===== config.mk =====
export PLATFORM = sky130hd
export DESIGN_NAME = wb_regfile_206
export DESIGN_NICKNAME = d
export VERILOG_FILES = /design/src/rtl/wb_regfile_206.sv
export SDC_FILE = /design/constraint.sdc
export NUM_CORES = 2
export LEC_CHECK = 0
export ABC_CLOCK_PERIOD_IN_PS = 3400
export BUFFER_PORTS_ARGS = -buffer_cell sky130_fd_sc_hd__buf_2
export CAP_MARGIN = 20
export CORE_AREA = 2 2 409 310
export CTS_BUF_LIST = sky130_fd_sc_hd__clkbuf_8
export CTS_CLUSTER_SIZE = 28
export DETAILED_ROUTE_END_ITERATION = 10
export DIE_AREA = 0 0 411 312
export GPL_TIMING_DRIVEN = 0
export SYNTH_ARGS = -nofsm -noshare
export SYNTH_HDL_FRONTEND = slang
export SYNTH_SLANG_ARGS = --single-unit
export TNS_END_PERCENT = 50

===== constraint.sdc =====
create_clock -name clk -period 3.4 [get_ports clk]
set_input_delay 0.68 -clock clk [delete_from_list [all_inputs] [get_ports clk]]
set_output_delay 0.68 -clock clk [all_outputs]
set_load 0.01 [all_outputs]

===== src/rtl/wb_regfile_206.sv =====
// ----------------------------------------------------------------------------
// wb_regfile_206
//   Write-back stage plus architectural register file of the 5-stage pipeline.
//   Picks the write-back value from the MEM/WB register outputs, commits it to
//   a REG_NUM x DATA_W register file, serves the two ID-stage read ports (with
//   same-cycle write-to-read bypass) and counts retired register writes.
//
// Ports
//   clk, rst_n       clock (rising edge), asynchronous active-low reset
//   ALU_ans_Wr       ALU result from MEM/WB
//   Mem_Data_Wr      load data from MEM/WB
//   PC_Addr_Wr       address of the instruction in WB
//   Reg_Target_Wr    destination register index
//   MemToReg_Wr      select load data
//   RegWr_Wr         register write enable
//   Rtype_L_Wr       jalr: write link value to Reg_Target_Wr
//   Jal_Wr           jal: write link value to LINK_REG
//   Ra_Addr, Rb_Addr read port indices
//   busA, busB       read data
//   Wb_Data, Wb_Reg, Wb_En  effective write (combinational, for forwarding)
//   Retire_Cnt       count of committed register writes (wraps)
// ----------------------------------------------------------------------------
module wb_regfile_206 #(
    parameter int unsigned DATA_W      = 32,
    parameter int unsigned REG_NUM     = 32,
    parameter int unsigned LINK_REG    = 31,
    parameter int unsigned LINK_OFFSET = 4,
    localparam int unsigned IdxW       = $clog2(REG_NUM)
) (
    input  logic              clk,
    input  logic              rst_n,
    input  logic [DATA_W-1:0] ALU_ans_Wr,
    input  logic [DATA_W-1:0] Mem_Data_Wr,
    input  logic [DATA_W-1:0] PC_Addr_Wr,
    input  logic [IdxW-1:0]   Reg_Target_Wr,
    input  logic              MemToReg_Wr,
    input  logic              RegWr_Wr,
    input  logic              Rtype_L_Wr,
    input  logic              Jal_Wr,
    input  logic [IdxW-1:0]   Ra_Addr,
    input  logic [IdxW-1:0]   Rb_Addr,
    output logic [DATA_W-1:0] busA,
    output logic [DATA_W-1:0] busB,
    output logic [DATA_W-1:0] Wb_Data,
    output logic [IdxW-1:0]   Wb_Reg,
    output logic              Wb_En,
    output logic [31:0]       Retire_Cnt
);

    logic [DATA_W-1:0] regs_q [REG_NUM];
    logic [DATA_W-1:0] link_val;
    logic [31:0]       retire_cnt_q;
    logic [31:0]       retire_cnt_d;
    logic              bypass_en;

    assign link_val = PC_Addr_Wr + DATA_W'(LINK_OFFSET);

    // Fixed priority: Jal > Rtype_L > MemToReg > ALU.
    always_comb begin
        Wb_Data = ALU_ans_Wr;
        if (Jal_Wr || Rtype_L_Wr) begin
            Wb_Data = link_val;
        end else if (MemToReg_Wr) begin
            Wb_Data = Mem_Data_Wr;
        end
    end

    always_comb begin
        Wb_Reg = Jal_Wr ? IdxW'(LINK_REG) : Reg_Target_Wr;
        Wb_En  = (RegWr_Wr | Jal_Wr) & (Wb_Reg != '0);
    end

    // Bypass only outside reset so that X on the controls cannot leak onto the buses.
    assign bypass_en = rst_n & Wb_En;

    always_comb begin
        busA = '0;
        busB = '0;
        if (rst_n) begin
            if (Ra_Addr == '0) begin
                busA = '0;
            end else if (bypass_en && (Ra_Addr == Wb_Reg)) begin
                busA = Wb_Data;
            end else begin
                busA = regs_q[Ra_Addr];
            end
            if (Rb_Addr == '0) begin
                busB = '0;
            end else if (bypass_en && (Rb_Addr == Wb_Reg)) begin
                busB = Wb_Data;
            end else begin
                busB = regs_q[Rb_Addr];
            end
        end
    end

    // Wb_En already excludes index 0, so entry 0 stays at its reset value.
    always_ff @(posedge clk or negedge rst_n) begin
        if (!rst_n) begin
            for (int i = 0; i < int'(REG_NUM); i++) begin
                regs_q[i] <= '0;
            end
        end else if (Wb_En) begin
            regs_q[Wb_Reg] <= Wb_Data;
        end
    end

    assign retire_cnt_d = retire_cnt_q + {31'b0, Wb_En};

    always_ff @(posedge clk or negedge rst_n) begin
        if (!rst_n) begin
            retire_cnt_q <= '0;
        end else begin
            retire_cnt_q <= retire_cnt_d;
        end
    end

    assign Retire_Cnt = retire_cnt_q;

endmodule


==> impl_metrics.toml <==
[setup_path]
required_ns = 2.72
path_class = "reg2out"
ff2ff_path_depth = 7
r2r-end = "Retire_Cnt[31]$_DFF_PN0_"
rrSetupSlack_ns = 1.30
worstPathMaxFanout = 3
endpoint_kind = "output port"
critPathArrivalTime_ns = 3.05
startpoint_type = "flip-flop"
r2r-start = "Retire_Cnt[7]$_DFF_PN0_"

[timing]
worst_slack_ns = -0.3346
grt_setup_unrepaired = "true"
report.final.hold_viol_count = 3
maxSlewViolCount = 0
max_freq_ghz = 0.2678
period_share = 1.098
tightest_slew_ns = 1.068
setup_tns_ns = -7.186
slew-limit-headroom = 0.2862
skew_ns = 0.01061
fin_crit_ns = 3.735
finalSetupViolations = 64
holdWs_ns = -0.03288

[route]
drt-total-wl_um = 249800
num_vias = 49582
drt-pass1-iter-count = 6
avgRoutedWirePerCell_um = 32.28
dr.first_iter.drc_count = 7303
via_per_inst = 6.407
drtAntennaViolNets = 0
drc = 0

[placed_design]
place_inst = 7346
post-place-ws_ns = -2.347
place_congestion = 1.056
placed_cell_area_mm2 = 0.05927
io_buffer_count = 240
dp_hpwl_um = 184800

[clock_tree]
cts-root-buf = "clkbuf_8"
cts_buffers = 176
htreeDepth = 4
cts_tree = "built"
clockBufferDepth = 3
cts_num_sinks = 1056
clk_pin_slew_ns = 0.06
clk_latency_ns = 0.93

[final_layout]
area_growth_pct = 22.28
final_nets = 6060
drive_gt1_frac = 0.2421
post-route-cell-area_mm2 = 0.06792
stdcell_count = 7739

[synth]
yosysSeqAreaShare = 0.4757
syn_area_mm2 = 0.05555
async_flop_share = 1.000
ys_ff_latch = 1056
synth_mux_area_frac = 0.2022
synth_nets = 5548
avgSynthCellArea_um2 = 10.24
synthFlopType = "dfrtp_1"
synth_compound_area_frac = 0.1545
yosysWarnings = 0
syn_inst = 5427
synth_fa_ha_area_frac = 0.0009010
synth_xor_area_frac = 0.009934
synth_edf_count = 0
synth-simple-area-share = 0.1109
ys_types = 60
synth_top_family_by_area = "multiplexers"

[power]
p_leak_uw = 0.03016
p_int_uw = 24350
p_comb_frac = 0.215
power_density_mw_per_mm2 = 534.2
ir_drop_uv = 414.0
power.switching_uw = 11940
p_seq_frac = 0.440
clockPowerShare = 0.345
switching_share = 0.3290

[global_route]
grt-ovfl-total = 0
grt_pass1_vias = 47389
grt_max_degree = 162
grt_usage = 0.3830
antenna_found_initial = 16
grt_first_pass_wirelength_um = 349200

[floorplan]
chipHeight_um = 312
die-area_mm2 = 0.1282
core_mm2 = 0.1239
ios = 251
num_rows = 112
die_x_um = 411
start_util = 0.4484

[hold_path]
hold_path.class = "in2async"

[outcome]
violations = "hold timing, setup timing"
status = "finished, violations left"

[job]
max-cap-violations = 0
Yosys cell counts (all sizes together) (2+ instances only):
library cell	n	area, µm²
o21a	2	15.01
nand4	21	146.4
mux4	267	6013
nor2b	11	68.82
xnor2	38	332.8
nand2b	4	25.02
a21oi	17	88.84
o211ai	5	47.54
nand3b	2	15.01
dfrtp	1056	26430
mux2	9	105.1
nand2	1056	3964
nor3b	4	30.03
xor2	25	219.0
nand3	153	770.7
and4	69	606.8
buf	151	814.5
o31a	2	17.52
and3b	2	17.52
a211oi	3	22.52
o22ai	65	431.7
o31ai	2	15.01
a221oi	10	87.58
nor4	4	43.80
ha	4	50.05
and2	10	62.56
mux2i	511	5115
a21o	2	15.01
inv	39	146.4
nor3	17	95.09
a22o	6	52.55
nor2	36	142.6
a31oi	2	12.51
clkbuf	422	1585
or2	2	12.51
a22oi	354	2658
o21ai	1019	5107
and3	20	125.1
how the worst max path moves through the flow:
stage	depth (start not counted)	slack, ns	from	endpoint
final	6	-0.33	regs_q[768]$_DFFE_PN0P_	busB[0]
after global routing	6	-0.32	regs_q[769]$_DFFE_PN0P_	busB[1]
after CTS	6	-0.31	regs_q[768]$_DFFE_PN0P_	busB[0]
after detailed placement	9	-2.35	rst_n	busA[23]
after global placement	1	-22.28	rst_n	regs_q[48]$_DFFE_PN0P_
after floorplan	7	0.33	Rb_Addr[0]	busB[2]
flip-flops by register name (all words and copies together) (netlist names):
name,count
regs_q,1024
Retire_Cnt,32
cells by family after synthesis:
kind of cell    Yosys count
simple gates           1415
xor+xnor                 63
flops                  1056
fa+ha+maj                 4
mux                     787
buf+inv                 612
compound gates         1490
layout make-up:
type | instances | area (µm²)
clock buffers | 231 | 3179
inverters | 39 | 146.4
repair buffers | 353 | 3202
multi-input cells | 3760 | 28550
flip-flops and latches | 1056 | 26430
clock inverters | 83 | 603.1
well taps | 1653 | 2068
fillers | 11152 | 55960
diodes | 11 | 27.53
plain buffers | 553 | 3721
worst max-delay path, stage by stage (launching register included):
cell and delay (ns):
dfrtp_1 0.40, mux4_2 0.54, a22o_4 0.35, a221oi_4 0.31, and3_4 0.27, o22ai_4 0.09, buf_2 0.17
cell usage in the layout, fill, tap and decap left out, types with 18 or more instances in the layout:
cell type,count
nand2_1,1056
and4_1,53
o22ai_1,18
xor2_1,25
o21ai_0,873
clkbuf_8,257
buf_8,23
mux2i_1,510
xnor2_1,33
clkbuf_4,41
clkinv_2,21
clkbuf_1,281
nand4_1,20
mux4_2,267
o22ai_2,23
o21ai_1,135
buf_2,242
buf_12,34
clkbuf_2,44
buf_16,19
nor2_1,24
nand3_1,148
a22oi_2,146
a22oi_1,208
buf_6,69
o22ai_4,24
dfrtp_1,1055
inv_1,81
buf_4,98
power by group through the flow:
stage	sequential, µW	clock [µW]	combinational [µW]
after global placement	16000	0	6420
final	16000	12500	7820
after global routing	16200	13100	8320
after CTS	15900	12500	7330
after floorplan	15600	0	4170
after detailed placement	16100	0	6630
through the flow:
step	power [µW]	util	hold WS (ns)
detailed placement	22690	0.4785	0.4537
finish	36280	0.5483	-0.03288
global route	37550	0.5481	0.07412
CTS	35710	0.5385	0.008345
floorplan	19770	-	0.3844
global placement	22410	0.4748	0.4525
routing by layer:
layer	track usage	vias to the layer above	share of wire
li1	-	20746	-
met3	0.2027	535	0.16
met4	0.1530	16	0.041
met1	0.5240	25134	0.40
met5	0	-	0.0012
met2	0.5046	3151	0.39
timing repair:
| action | 4_1_cts | 5_1_grt |
|---|---|---|
| resized for setup | 755 | 173 |
| hold buffers | 4 | 0 |
| pin swaps | 88 | 103 |
| hold endpoints to repair | 149 | 0 |
| buffers inserted | 22 | 40 |
| endpoints found under the setup margin | 95 | 83 |
| gates cloned | 16 | 6 |
(Power assumes the default switching activity.)
